`config.mk`:
```
export PLATFORM = sky130hd
export DESIGN_NAME = stopwatch_bcd_multi
export DESIGN_NICKNAME = d
export VERILOG_FILES = /design/src/rtl/stopwatch_bcd_multi_pkg.sv /design/src/rtl/stopwatch_bcd_multi_bcd_digit_counter.sv /design/src/rtl/stopwatch_bcd_multi.sv
export SDC_FILE = /design/constraint.sdc
export NUM_CORES = 1
export LEC_CHECK = 0
export BUFFER_PORTS_ARGS = -buffer_cell sky130_fd_sc_hd__buf_2
export CAP_MARGIN = 5
export CELL_PAD_IN_SITES_DETAIL_PLACEMENT = 1
export CELL_PAD_IN_SITES_GLOBAL_PLACEMENT = 2
export CORE_MARGIN = 3
export CORE_UTILIZATION = 25
export DETAILED_ROUTE_END_ITERATION = 6
export GPL_TIMING_DRIVEN = 1
export PLACE_DENSITY_LB_ADDON = 0.1
export SLEW_MARGIN = 40
export SYNTH_ARGS = -nofsm -noshare
export SYNTH_HDL_FRONTEND = slang
export SYNTH_SLANG_ARGS = --single-unit
export TNS_END_PERCENT = 1
```
`constraint.sdc`:
```
create_clock -name i_clk -period 5.35 [get_ports i_clk]
set_clock_uncertainty 0.05 [all_clocks]
set_input_delay 1.3375 -clock i_clk [delete_from_list [all_inputs] [get_ports i_clk]]
set_output_delay 1.3375 -clock i_clk [all_outputs]
set_load 0.005 [all_outputs]
```
`src/rtl/stopwatch_bcd_multi_pkg.sv`:
```
// stopwatch_pkg
// Shared types and helpers for the multi-digit BCD stopwatch.
//   bcd_t    : one BCD digit (4 bits)
//   BCD_MAX  : largest legal digit value (9)
//   BCD_MIN  : smallest legal digit value (0)
//   bcd_sat  : clamps an arbitrary nibble into the legal BCD range
package stopwatch_pkg;

  typedef logic [3:0] bcd_t;

  localparam bcd_t BCD_MAX = 4'd9;
  localparam bcd_t BCD_MIN = 4'd0;

  // Nibbles above 9 (A..F) are not valid BCD, so they are pinned to 9
  // rather than being allowed into the counter chain.
  function automatic bcd_t bcd_sat(input bcd_t x);
    return (x > BCD_MAX) ? BCD_MAX : x;
  endfunction

endpackage

```
`src/rtl/stopwatch_bcd_multi_bcd_digit_counter.sv`:
```
// bcd_digit_counter
// One BCD digit of the cascaded stopwatch. Counts up or down, wrapping
// 9->0 or 0->9, when enabled by the lower digits.
// Ports:
//   i_clk     : system clock, rising edge
//   i_rst_n   : asynchronous active-low reset
//   i_clr     : synchronous clear to 0 (highest priority)
//   i_ld      : synchronous load of saturated i_ld_val
//   i_ld_val  : preload digit (values above 9 saturate to 9)
//   i_en      : step enable for this digit
//   i_up      : 1 = increment, 0 = decrement
//   o_q       : current digit value
//   o_at_max  : digit equals 9
//   o_at_min  : digit equals 0
module bcd_digit_counter
  import stopwatch_pkg::*;
(
  input  logic i_clk,
  input  logic i_rst_n,
  input  logic i_clr,
  input  logic i_ld,
  input  bcd_t i_ld_val,
  input  logic i_en,
  input  logic i_up,
  output bcd_t o_q,
  output logic o_at_max,
  output logic o_at_min
);

  bcd_t q;

  // Digit register: clear beats load beats counting. Wrapping at the
  // ends of the range is what lets the higher digits see a clean carry
  // or borrow on the same edge.
  always_ff @(posedge i_clk or negedge i_rst_n) begin
    if (!i_rst_n) begin
      q <= BCD_MIN;
    end else if (i_clr) begin
      q <= BCD_MIN;
    end else if (i_ld) begin
      q <= bcd_sat(i_ld_val);
    end else if (i_en) begin
      if (i_up) begin
        q <= (q == BCD_MAX) ? BCD_MIN : q + 4'd1;
      end else begin
        q <= (q == BCD_MIN) ? BCD_MAX : q - 4'd1;
      end
    end
  end

  assign o_q      = q;
  assign o_at_max = (q == BCD_MAX);
  assign o_at_min = (q == BCD_MIN);

endmodule

```
`src/rtl/stopwatch_bcd_multi.sv`:
```
// stopwatch_bcd_multi
// Parametrised up/down BCD stopwatch with preload, lap freeze and
// wrap/zero status. Feeds the seven-segment mux through o_disp.
// Parameters:
//   DVSR     : clock cycles per count tick (>= 2)
//   N_DIGITS : number of cascaded BCD digits (1..8), digit 0 is LSD
// Ports:
//   i_clk        : system clock, rising edge
//   i_rst_n      : asynchronous active-low reset
//   i_go         : run enable for the prescaler
//   i_clr        : synchronous clear of count, prescaler and lap state
//   i_up         : count direction, 1 = up
//   i_ld         : synchronous load of i_ld_val into the count
//   i_ld_val     : packed BCD preload value
//   i_lap        : single-cycle pulse that toggles lap freeze
//   o_disp       : frozen lap value while lap is active, else live count
//   o_count      : live count
//   o_lap_active : display is frozen
//   o_wrap       : one-cycle pulse after an up tick rolls all-9s to all-0s
//   o_zero       : live count is all zeros
module stopwatch_bcd_multi
  import stopwatch_pkg::*;
#(
  parameter int DVSR     = 10_000_000,
  parameter int N_DIGITS = 4
) (
  input  logic                  i_clk,
  input  logic                  i_rst_n,
  input  logic                  i_go,
  input  logic                  i_clr,
  input  logic                  i_up,
  input  logic                  i_ld,
  input  logic [4*N_DIGITS-1:0] i_ld_val,
  input  logic                  i_lap,
  output logic [4*N_DIGITS-1:0] o_disp,
  output logic [4*N_DIGITS-1:0] o_count,
  output logic                  o_lap_active,
  output logic                  o_wrap,
  output logic                  o_zero
);

  localparam int            PW   = $clog2(DVSR);
  localparam logic [PW-1:0] PMAX = PW'(DVSR - 1);

  logic [PW-1:0]           presc;
  logic                    tick;
  logic                    tick_en;
  logic                    all_max;
  logic                    all_min;
  logic [N_DIGITS-1:0]     at_max;
  logic [N_DIGITS-1:0]     at_min;
  logic [N_DIGITS-1:0]     en;
  logic [4*N_DIGITS-1:0]   count;
  logic [4*N_DIGITS-1:0]   lap_reg;
  logic                    lap_active;
  logic                    wrap_r;

  // Prescaler: free-runs while i_go is high and restarts on clear or load
  // so a freshly loaded value always gets a full DVSR period.
  always_ff @(posedge i_clk or negedge i_rst_n) begin
    if (!i_rst_n) begin
      presc <= '0;
    end else if (i_clr || i_ld) begin
      presc <= '0;
    end else if (i_go) begin
      presc <= (presc == PMAX) ? '0 : presc + PW'(1);
    end
  end

  assign tick    = i_go && (presc == PMAX);
  assign all_max = &at_max;
  assign all_min = &at_min;

  // A down tick on an all-zero count is swallowed so the chain acts as a
  // countdown timer that parks at zero instead of wrapping to all-9s.
  // Clear and load also take precedence over the tick.
  assign tick_en = tick && !i_clr && !i_ld && !(!i_up && all_min);

  // Each digit steps when every lower digit sits at its rollover value,
  // taken straight from the digit registers so the whole ripple happens
  // in a single tick cycle.
  genvar g;
  generate
    for (g = 0; g < N_DIGITS; g++) begin : g_digit
      if (g == 0) begin : g_lsd
        assign en[g] = tick_en;
      end else begin : g_upper
        assign en[g] = tick_en && (i_up ? (&at_max[g-1:0]) : (&at_min[g-1:0]));
      end

      bcd_digit_counter u_digit (
        .i_clk    (i_clk),
        .i_rst_n  (i_rst_n),
        .i_clr    (i_clr),
        .i_ld     (i_ld),
        .i_ld_val (i_ld_val[4*g +: 4]),
        .i_en     (en[g]),
        .i_up     (i_up),
        .o_q      (count[4*g +: 4]),
        .o_at_max (at_max[g]),
        .o_at_min (at_min[g])
      );
    end
  endgenerate

  // Lap capture: first pulse freezes the pre-tick live count, second pulse
  // releases the display. Clear drops any frozen value.
  always_ff @(posedge i_clk or negedge i_rst_n) begin
    if (!i_rst_n) begin
      lap_reg    <= '0;
      lap_active <= 1'b0;
    end else if (i_clr) begin
      lap_reg    <= '0;
      lap_active <= 1'b0;
    end else if (i_lap) begin
      if (!lap_active) begin
        lap_reg    <= count;
        lap_active <= 1'b1;
      end else begin
        lap_active <= 1'b0;
      end
    end
  end

  // Wrap flag is registered, so it lines up with the cycle in which the
  // rolled-over all-zero count first appears.
  always_ff @(posedge i_clk or negedge i_rst_n) begin
    if (!i_rst_n) begin
      wrap_r <= 1'b0;
    end else begin
      wrap_r <= tick_en && i_up && all_max;
    end
  end

  assign o_count      = count;
  assign o_disp       = lap_active ? lap_reg : count;
  assign o_lap_active = lap_active;
  assign o_wrap       = wrap_r;
  assign o_zero       = all_min;

endmodule

```
# Word level (Yosys, flattened, before mapping)
# Index checks and enable logic that the tools add are counted.
# totals
romBits	0
ramBits	0
latchBits	0
output_inout_bits	35
n_memories	0
word_cells	97
reg_bits	58
# classes
reduce_logical	31
order_cmp	4
n_mul	0
div	0
add_sub_neg	9
bitwise	0
n_eq_ne	5
n_shift	0
muxes	40
# ops
op	count
4-bit 2-to-1 mux	28
24-bit 2-to-1 mux	3
16-bit 2-to-1 mux	3
24-bit by 1-bit adder with 24-bit output, second input constant	1
24-bit equality test, second input constant	1
4-bit by 1-bit adder with 4-bit output, second input constant	4
4-bit equality test, second input constant	4
4-bit greater-than comparator, second input constant	4
4-bit logical NOT	4
4-bit by 1-bit subtractor with 4-bit output, second input constant	4
3-bit nonzero test	4
1-bit logical AND	10
4-bit AND reduction	2
1-bit 2-to-1 mux	6
3-bit AND reduction	2
1-bit logical NOT	4
2-bit AND reduction	2
2-bit nonzero test	2
1-bit logical OR	1

# Longest topological paths before layout
# Gate-level depths: netlist of the first run.
# logic_depth
word_depth	9
depth_mapped	7

# Cells and area by module
# A second synthesis of the first run with hierarchy kept.
# hier_totals
cells_unflattened	449
hier_area_um2	3993.8
# by_module_without_submodules
module	cells_each	instances	area_each_um2	seq_area_each_um2
stopwatch_bcd_multi	257	1	2447.3	1051.0
bcd_digit_counter	48	4	386.6	100.1

# Worst setup path before layout of the first run
# OpenSTA, ideal clock, no wires.
# synth_path
path_kind	register to output
startpoint	register g_digit[0].u_digit.q[0]
endpoint	output port o_zero
t_required_ns	3.963
path_stages_with_launch	6
setup_slack_ns	2.306
arrival_time_ns	1.657
path_cell_list	dfrtp_1 > inv_1 > ha_1 > or3b_2 > nor3_1 > and3_1
# synth_via
elab_chain_len	2
# synth_lines
element	line	rtl
start: declaration	stopwatch_bcd_multi_bcd_digit_counter.sv:30	bcd_t q;
start signal: assignment	stopwatch_bcd_multi_bcd_digit_counter.sv:41	q <= bcd_sat(i_ld_val);
start signal: assignment	stopwatch_bcd_multi_bcd_digit_counter.sv:44	q <= (q == BCD_MAX) ? BCD_MIN : q + 4'd1;
start signal: assignment	stopwatch_bcd_multi_bcd_digit_counter.sv:46	q <= (q == BCD_MIN) ? BCD_MAX : q - 4'd1;
4-bit logical NOT	stopwatch_bcd_multi_bcd_digit_counter.sv:53	assign o_at_min = (q == BCD_MIN);
4-bit AND reduction	stopwatch_bcd_multi.sv:72	assign all_min = &at_min;
end: declaration	stopwatch_bcd_multi.sv:39	output logic o_zero
# No other way between the ends.

# Worst setup path after layout of the first run
# Same ends and word-level chain as after synthesis.

==> flow_summary.toml, run 1 <==
[run_status]
outcome = "complete, no violations"

[sta]
post_layout_min_period_ns = 3.755
setup-violations-final = 0
post-route-period-util_pct = 70.19
tns_ns = 0
timing.slew.headroom_pct = 52.84
max_clock_freq_mhz = 266.3
final-max-slew-violation-count = 0
tightest_slew_ns = 0.7074
finalHoldViolations = 0
fin_ws_ns = 1.595
rsz_0062_raised_after_global_routing = "no"

[worst_setup_path]
critical_path_peak_fanout = 10
r2r_end = "g_digit[2].u_digit.o_q[3]"
critPathCaptureType = "output pin"
crit_arrival_ns = 2.37
reg2reg_from = "presc[0]"
start_kind = "register"
endpoint = "o_zero"
worst_ep_required_time_ns = 3.96
r2r_cells = 6
crit_type = "reg -> out"
critical_path.startpoint = "g_digit[0].u_digit.o_q[0]"
r2r_slack_ns = 2.39

[finish]
layout.area.seq_um2 = 1453
largest_register_ff_count = 24
final.fill_count = 1859
antenna-diode-count = 0
layout-area-overhead-vs-synth_pct = 19.16
postLayoutCoreUtil_pct = 30.82
multiInputGateArea_um2 = 2338
final_layout_size_suffix_gt1_share_pct = 19.34
layout_common_cells = "sky130_fd_sc_hd__dfrtp_1, sky130_fd_sc_hd__buf_2, sky130_fd_sc_hd__nand2_1, sky130_fd_sc_hd__o21ai_0, sky130_fd_sc_hd__nor2_1"
mostFrequentLayoutCell = "sky130_fd_sc_hd__dfrtp_1"
nNetsFinal = 545

[route]
initialDrtViolationCount = 206
detail-route-antenna-nets = 0
drcViolationCount = 0
wl_um = 13470
vias_per_cell = 5.179
detailroute.via_count = 3770
post_drt_wl_per_cell_um = 18.51
count_of_tritonroute_iterations_in_the_first_routing_pass = 4

[clock_tree]
postCtsResizedCells = 0
worst_skew_pair.late_latency_ns = 0.33
root_driver = "sky130_fd_sc_hd__clkbuf_16"
postCtsSetupBuffers = 0
numCtsBuffers = 9
cts-htree-levels = 3
holdBufCountCts = 0
clock_tree.buffer_depth = 2
cts.clk_slew.worst_paths_ns = 0.05
tritoncts = "yes"
num_clock_sinks = 58

[min_path]
min-delay-path-class = "reg -> reg"

[global_routing]
global_route_wire_length_before_repair_um = 21730
overall_global_routing_usage_pct = 15.66
grt_max_degree = 36
first_global_vias = 3962
globalRoute.totalOverflow = 0
grt_antenna_before_repair = 2

[synthesis]
share_of_synthesized_area_occupied_by_flip_flops_and_latches_pct = 36.38
ys_top_cells_by_area = "sky130_fd_sc_hd__dfrtp_1, sky130_fd_sc_hd__mux2i_1, sky130_fd_sc_hd__o21ai_0, sky130_fd_sc_hd__mux2_2, sky130_fd_sc_hd__nand2_1"
netlist.area_leader.share_pct = 36.38
synth_register_bits = 58
synthDistinctLibCells = 54
post_synth.cell_area_avg_um2 = 8.454
ys_async_sr_fraction_pct = 100.0
post_synth_inst_count = 472
postSynthNetCount = 505
number_of_enable_flip_flop_cells_after_synthesis = 0
synth_area_um2 = 3990
yosysWarningCount = 0
post-synth-top-area-cell = "sky130_fd_sc_hd__dfrtp_1"
synth_ff_type = "sky130_fd_sc_hd__dfrtp_1"

[floorplan]
die_boundary_width_um = 132.3
die-area_um2 = 17510
effective_utilization_at_floorplan_pct = 25.86
row_count = 45
chipHeight_um = 132.3
core-area_um2 = 15430
top_level_ports = 58

[placed_design]
dp_slack_ns = 1.746
port-buffer-count = 57
globalplace.congestion = 0.7555
hpwlAfterDp_um = 9522

[power_and_ir_drop]
comb_power_share_pct = 16.9
pwr-share-clk_pct = 45.1
power.share.switching_pct = 28.69
p_sw_mw = 0.3783
irDropWorstVdd_uv = 153.5
powerDensity_nw_per_um2 = 277.3
p_int_mw = 0.9402
seq_power_share_pct = 38.0
leakage_nw = 2.083

[run]
drv.max_cap_violation_count = 0
[layout make-up]
type | count | share of cell area (%)
multi-input cells | 358 | 49.18
flip-flops and latches | 58 | 30.55
repair buffers | 59 | 6.368
clock buffers | 14 | 5.553
well taps | 211 | 5.553
inverters | 26 | 2.053
clock inverters | 2 | 0.7368
[cells in the mapped netlist (all sizes together), types with 6 or more instances]
library cell   n
o21ai         42
a21oi         27
mux2          17
mux2i         24
nor3          10
nand4          7
or3           12
clkbuf        25
or4            7
a31oi         12
inv           26
ha            10
a21o          12
nand3         15
nor2          38
and3           6
nand2         43
dfrtp         58
nor4           7
[stage by stage]
| stage | cell area, um2 | power, mW | std cells | hold WS, ns |
|---|---|---|---|---|
| floorplan | 3990 | 0.6374 | 472 | 0.4304 |
| global placement | 4443 | 0.7332 | 712 | 0.4477 |
| detailed placement | 4456 | 0.7356 | 712 | 0.4635 |
| CTS | 4755 | 1.345 | 728 | 0.4753 |
| global route | 4755 | 1.393 | 728 | 0.5086 |
| finish | 4755 | 1.318 | 728 | 0.4639 |
[power by group through the flow]
stage	Sequential [mW]	Combinational (mW)	Clock, mW
finish	0.501	0.223	0.595
global route	0.507	0.252	0.635
CTS	0.502	0.228	0.615
detailed placement	0.509	0.226	0
global placement	0.508	0.225	0
floorplan	0.482	0.155	0
[worst min-delay path by stage]
stage	start	endpoint	slack, ns	cells after the start
2_1_floorplan	lap_reg[11]	lap_reg[11]	0.43	2
3_3_place_gp	lap_reg[14]	lap_reg[14]	0.45	2
3_5_place_dp	lap_reg[15]	lap_reg[15]	0.46	2
4_1_cts	lap_reg[15]	lap_reg[15]	0.48	2
5_1_grt	lap_reg[4]	lap_reg[4]	0.51	2
6_report	lap_reg[15]	lap_reg[15]	0.46	2
[critical path, cell delays in order, from the launching register on]
cell,delay (ns)
sky130_fd_sc_hd__dfrtp_1,0.49
sky130_fd_sc_hd__inv_1,0.17
sky130_fd_sc_hd__ha_1,0.22
sky130_fd_sc_hd__or3b_2,0.52
sky130_fd_sc_hd__nor3_1,0.32
sky130_fd_sc_hd__and3_1,0.20
sky130_fd_sc_hd__buf_2,0.11
[layer usage]
metal  GRT usage, %  share of wire, %  vias up
met5              0              0.20        -
met4          4.677               1.9        4
li1               -                 -     1795
met2          26.89                49       68
met1          18.94                44     1879
met3          4.656               4.7       24
[cell families (layout without fill, tap and decap cells)]
logic type	Yosys count	count (layout)	synth area share, %
compound gates	123	123	19.00
buf+inv	56	101	5.331
mux	41	41	10.82
fa+ha+maj	10	10	3.136
simple gates	179	179	24.24
flops	58	58	36.37
xor+xnor	5	5	1.097
Note: power is estimated with default switching activity, not from simulation.
==> inputs of run 2 (changes only) <==
- clock period: 5.35 -> 3.55 ns (I/O delays scaled with it)
==> flow_summary.toml, run 2 (same netlist as run 1, synthesis figures left out) <==
[route]
initialDrtViolationCount = 139
count_of_tritonroute_iterations_in_the_first_routing_pass = 5
detailroute.via_count = 3798
vias_per_cell = 5.119
wl_um = 13780
highest_layer = "met4"
detail-route-antenna-nets = 0
detailroute.wirelength.met2_um = 7010
drt-met1-wl_um = 6234
drcViolationCount = 0
met3_wl_post_dr_um = 399
post_drt_wl_per_cell_um = 18.58

[sta]
post-route-period-util_pct = 93.73
final-max-slew-violation-count = 0
finalHoldViolations = 0
timing.slew.headroom_pct = 54.60
tns_ns = 0
tightest_slew_ns = 0.6758
max_clock_freq_mhz = 300.5
fin_ws_ns = 0.2225
finalHoldWorstSlack_ns = 0.4684
setup-violations-final = 0
post_layout_min_period_ns = 3.328
rsz_0062_raised_after_global_routing = "no"

[power_and_ir_drop]
leakage_nw = 2.160
irDropWorstVdd_uv = 212.7
totalPowerFinal_mw = 2.016
powerDensity_nw_per_um2 = 414.9

[run]
drv.max_cap_violation_count = 0

[clock_tree]
numCtsBuffers = 9
cts-htree-levels = 3
worst_skew_pair.late_latency_ns = 0.34
cts.clk_slew.worst_paths_ns = 0.05
postCtsResizedCells = 0
clock_tree.buffer_depth = 2
tritoncts = "yes"
postCtsSetupBuffers = 0
num_clock_sinks = 58
holdBufCountCts = 0
root_driver = "sky130_fd_sc_hd__clkbuf_16"

[finish]
post-route-cell-area_um2 = 4858
antenna-diode-count = 0
largest_register_ff_count = 24
nNetsFinal = 560
layout-area-overhead-vs-synth_pct = 21.76
final_layout_size_suffix_gt1_share_pct = 21.47
layout_common_cells = "sky130_fd_sc_hd__dfrtp_1, sky130_fd_sc_hd__buf_2, sky130_fd_sc_hd__nand2_1, sky130_fd_sc_hd__o21ai_0, sky130_fd_sc_hd__nor2_1"
mostFrequentLayoutCell = "sky130_fd_sc_hd__dfrtp_1"
final.fill_count = 1879

[floorplan]
chipHeight_um = 132.3
top_level_ports = 58
die-area_um2 = 17510
effective_utilization_at_floorplan_pct = 25.86
die_boundary_width_um = 132.3
row_count = 45
core-area_um2 = 15430

[worst_setup_path]
crit_arrival_ns = 2.39
critical_path_peak_fanout = 10
worst_ep_required_time_ns = 2.61
start_kind = "register"
critPathCaptureType = "output pin"
crit_type = "reg -> out"

[placed_design]
port-buffer-count = 57
standard_cell_area_after_detailed_placement_um2 = 4553
dp_slack_ns = 0.5563
globalplace.congestion = 0.7479
hpwlAfterDp_um = 10080

[run_status]
outcome = "complete, no violations"

[global_routing]
global_route_wire_length_before_repair_um = 22450
grt_antenna_before_repair = 0
overall_global_routing_usage_pct = 16.10
grt_max_degree = 34
first_global_vias = 4005
globalRoute.totalOverflow = 0

[min_path]
min-delay-path-class = "in -> async"
-- run 2: changes by cell type in the layout (fill, tap and decap cells not counted), sizes merged --
cell	previous run	this run
clkbuf	14	13
buf	59	74
-- run 2: cell type report --
type | count | area, um2 | area share (%)
clock buffer | 13 | 270.3 | 5.563
multi-input combinational | 358 | 2327 | 47.90
timing repair buffer | 74 | 412.9 | 8.499
sequential | 58 | 1451 | 29.87
inverter | 26 | 97.59 | 2.009
tap | 211 | 264.0 | 5.434
clock inverter | 2 | 35.03 | 0.7211
-- run 2: path summary, 6_finish.rpt --
| check | slack, ns | startpoint | endpoint | cells past startpoint |
|---|---|---|---|---|
| worst max-delay path | 0.22 | g_digit[0].u_digit.o_q[0] | o_zero | 6 |
| worst min-delay path | 0.47 | i_rst_n | lap_reg[12] | 1 |
| worst max register to register | 0.63 | g_digit[3].u_digit.o_q[0] | g_digit[1].u_digit.o_q[2] | 7 |
| worst min register to register | 0.47 | lap_reg[7] | lap_reg[7] | 2 |
| max in group asynchronous | 2.25 | i_rst_n | presc[2] | 2 |
| min in group i_clk | 0.47 | lap_reg[7] | lap_reg[7] | 2 |
-- run 2: through the flow --
stage                     util, %  instances
after global routing        31.49        742
after global placement      29.51        727
after floorplan                 -        472
after detailed placement    29.51        727
after CTS                   31.49        742
final                       31.49        742
-- run 2: report_power, final --
group	switching, mW	internal [mW]	leakage, nW
clock network	0.315	0.596	0.152
logic	0.211	0.157	1.22
registers	0.0488	0.689	0.792
total	0.575	1.44	2.16
-- run 2: metal layers --
metal | GRT usage (%) | up-vias
li1 | - | 1839
met1 | 19.85 | 1901
met2 | 28.79 | 50
met3 | 3.282 | 8
met4 | 3.811 | 0
met5 | 0 | -
-- run 2: critical path, cell delays in order, from the launching register on --
cell and delay [ns]:
sky130_fd_sc_hd__dfrtp_1 0.50, sky130_fd_sc_hd__inv_1 0.17, sky130_fd_sc_hd__ha_1 0.22, sky130_fd_sc_hd__or3b_2 0.52, sky130_fd_sc_hd__nor3_1 0.33, sky130_fd_sc_hd__and3_1 0.21
sky130_fd_sc_hd__buf_2 0.11
==> inputs of run 3 (changes only) <==
- ABC_AREA: default -> 1
- SLEW_MARGIN: 40 -> 10
==> flow_summary.toml, run 3 <==
[synthesis]
number_of_enable_flip_flop_cells_after_synthesis = 0
share_of_synthesized_area_occupied_by_flip_flops_and_latches_pct = 35.81
synthMostInstantiatedCell = "sky130_fd_sc_hd__nand2_1"
yosysWarningCount = 0
ys_async_sr_fraction_pct = 100.0
post-synth-top-area-cell = "sky130_fd_sc_hd__dfrtp_1"
postSynthNetCount = 630
synth_register_bits = 58
ys_top_cells_by_count = "sky130_fd_sc_hd__nand2_1, sky130_fd_sc_hd__nand3_1, sky130_fd_sc_hd__dfrtp_1"
netlist.area_leader.share_pct = 35.81
post_synth_inst_count = 597
synthDistinctLibCells = 38
post_synth.cell_area_avg_um2 = 6.788
ys_top_cells_by_area = "sky130_fd_sc_hd__dfrtp_1, sky130_fd_sc_hd__nand2_1, sky130_fd_sc_hd__nand3_1, sky130_fd_sc_hd__o21ai_0, sky130_fd_sc_hd__nor2_1"
synth_ff_type = "sky130_fd_sc_hd__dfrtp_1"
synth_area_um2 = 4053

[run]
drv.max_cap_violation_count = 0

[clock_tree]
root_driver = "sky130_fd_sc_hd__clkbuf_16"
holdBufCountCts = 0
postCtsResizedCells = 0
numCtsBuffers = 9
cts.clk_slew.worst_paths_ns = 0.05
num_clock_sinks = 58
cts-htree-levels = 3
clock_tree.buffer_depth = 2
postCtsSetupBuffers = 0
worst_skew_pair.late_latency_ns = 0.34
tritoncts = "yes"

[finish]
mostFrequentLayoutCell = "sky130_fd_sc_hd__nand2_1"
final_layout_size_suffix_gt1_share_pct = 16.44
layout-area-overhead-vs-synth_pct = 19.30
largest_register_ff_count = 24
final.fill_count = 1994
antenna-diode-count = 0
layout_common_cells = "sky130_fd_sc_hd__nand2_1, sky130_fd_sc_hd__nand3_1, sky130_fd_sc_hd__dfrtp_1, sky130_fd_sc_hd__buf_2, sky130_fd_sc_hd__nor2_1"
nNetsFinal = 686

[sta]
tightest_slew_ns = 0.5673
tns_ns = 0
timing.slew.headroom_pct = 62.18
post-route-period-util_pct = 84.18
setup-violations-final = 0
final-max-slew-violation-count = 0
fin_ws_ns = 0.5618
rsz_0062_raised_after_global_routing = "no"
post_layout_min_period_ns = 2.988
finalHoldWorstSlack_ns = 0.4571
max_clock_freq_mhz = 334.6
finalHoldViolations = 0

[floorplan]
row_count = 45
die_boundary_width_um = 133.3
effective_utilization_at_floorplan_pct = 26.08
die-area_um2 = 17770
top_level_ports = 58
core-area_um2 = 15540
chipHeight_um = 133.3

[power_and_ir_drop]
power.share.switching_pct = 33.15
p_int_mw = 1.427
powerDensity_nw_per_um2 = 441.6
pwr-share-clk_pct = 41.4
seq_power_share_pct = 36.7
comb_power_share_pct = 21.9
leakage_nw = 2.345
p_sw_mw = 0.7077
irDropWorstVdd_uv = 205.4

[run_status]
outcome = "complete, no violations"

[placed_design]
dp_slack_ns = 0.7677
hpwlAfterDp_um = 10630
port-buffer-count = 57
globalplace.congestion = 0.8255

[min_path]
min-delay-path-class = "reg -> reg"

[worst_setup_path]
crit_arrival_ns = 2.05
start_kind = "register"
critPathCaptureType = "output pin"
critical_path_peak_fanout = 7
timing.critical_path.slowest_cell_delay_ns = 0.46
cpMaxStageDelayCell = "sky130_fd_sc_hd__dfrtp_1"
crit_type = "reg -> out"
worst_ep_required_time_ns = 2.61
total_buffers_and_inverters_traversed_by_the_critical_path = 2
crit_family = "simple AND/OR/NAND/NOR gates"
cell_chain_of_the_critical_path = "inv_1 -> ha_1 -> nand2_2 -> nor2_2 -> nand2_1 -> nor3_1 -> buf_2"

[route]
drcViolationCount = 0
post_drt_wl_per_cell_um = 16.28
detailroute.via_count = 4165
vias_per_cell = 4.798
count_of_tritonroute_iterations_in_the_first_routing_pass = 4
initialDrtViolationCount = 194
wl_um = 14130
detail-route-antenna-nets = 0

[global_routing]
grt_use_met3_pct = 3.474
global_route_wire_length_before_repair_um = 23060
globalRoute.totalOverflow = 0
overall_global_routing_usage_pct = 16.37
grt_antenna_before_repair = 0
first_global_vias = 4258
gr-usage-met2_pct = 29.51
gr_util_met1_pct = 19.44
global_route.peak_usage_layer = "met2"
grt_max_degree = 39
[run 3: per-stage QoR]
step | utilization [%] | std cells | instance area [um2] | power (mW)
2_1_floorplan | - | 597 | 4053 | 1.057
3_3_place_gp | 29.22 | 853 | 4541 | 1.271
3_5_place_dp | 29.22 | 853 | 4541 | 1.276
4_1_cts | 31.11 | 868 | 4835 | 2.187
5_1_grt | 31.11 | 868 | 4835 | 2.283
6_report | 31.11 | 868 | 4835 | 2.135
[run 3: final timing paths]
| kind | depth (start not counted) | from | slack (ns) | end |
|---|---|---|---|---|
| max | 7 | g_digit[0].u_digit.o_q[0] | 0.56 | o_zero |
| min | 2 | lap_reg[2] | 0.46 | lap_reg[2] |
| max reg2reg | 10 | presc[0] | 1.39 | presc[10] |
| min reg2reg | 2 | lap_reg[2] | 0.46 | lap_reg[2] |
| max in group asynchronous | 2 | i_rst_n | 2.46 | presc[5] |
| min in group asynchronous | 2 | i_rst_n | 0.49 | lap_reg[5] |
[run 3: power by group through the flow]
stage | Combinational (mW) | Clock (mW) | Sequential, mW
6_report | 0.467 | 0.884 | 0.784
5_1_grt | 0.539 | 0.949 | 0.796
4_1_cts | 0.481 | 0.920 | 0.786
3_5_place_dp | 0.478 | 0 | 0.798
3_3_place_gp | 0.475 | 0 | 0.796
2_1_floorplan | 0.294 | 0 | 0.764
[run 3: final cells by class]
type	count	area (um2)	area share, %
clock buffers	10	239.0	4.943
clock inverters	5	55.05	1.139
inverters	53	198.9	4.115
multi-input cells	466	2281	47.18
flip-flops and latches	58	1451	30.02
well taps	211	264.0	5.461
repair buffers	65	345.3	7.143
[run 3: cell families after synthesis]
| group | Yosys count | share of synthesized area (%) |
|---|---|---|
| adder cells (fa/ha/maj) | 10 | 3.087 |
| AND/OR/NAND/NOR | 364 | 39.86 |
| flip-flops | 58 | 35.81 |
| XOR/XNOR | 9 | 1.945 |
| buffers and inverters | 73 | 7.903 |
| AO/OA/AOI/OAI | 83 | 11.39 |
[run 3: worst min-delay path: stages (launching register included)]
cell and delay (ns):
sky130_fd_sc_hd__dfrtp_1 0.34, sky130_fd_sc_hd__nand3_1 0.07, sky130_fd_sc_hd__nand2_1 0.06
[run 3: routing by layer]
| metal | share of wire (%) | vias to the layer above | wire length [um] |
|---|---|---|---|
| met5 | 0 | - | 0 |
| met4 | 1.8 | 0 | 252 |
| met3 | 3.2 | 16 | 452 |
| met2 | 51 | 52 | 7197 |
| met1 | 44 | 2022 | 6226 |
| li1 | - | 2075 | - |
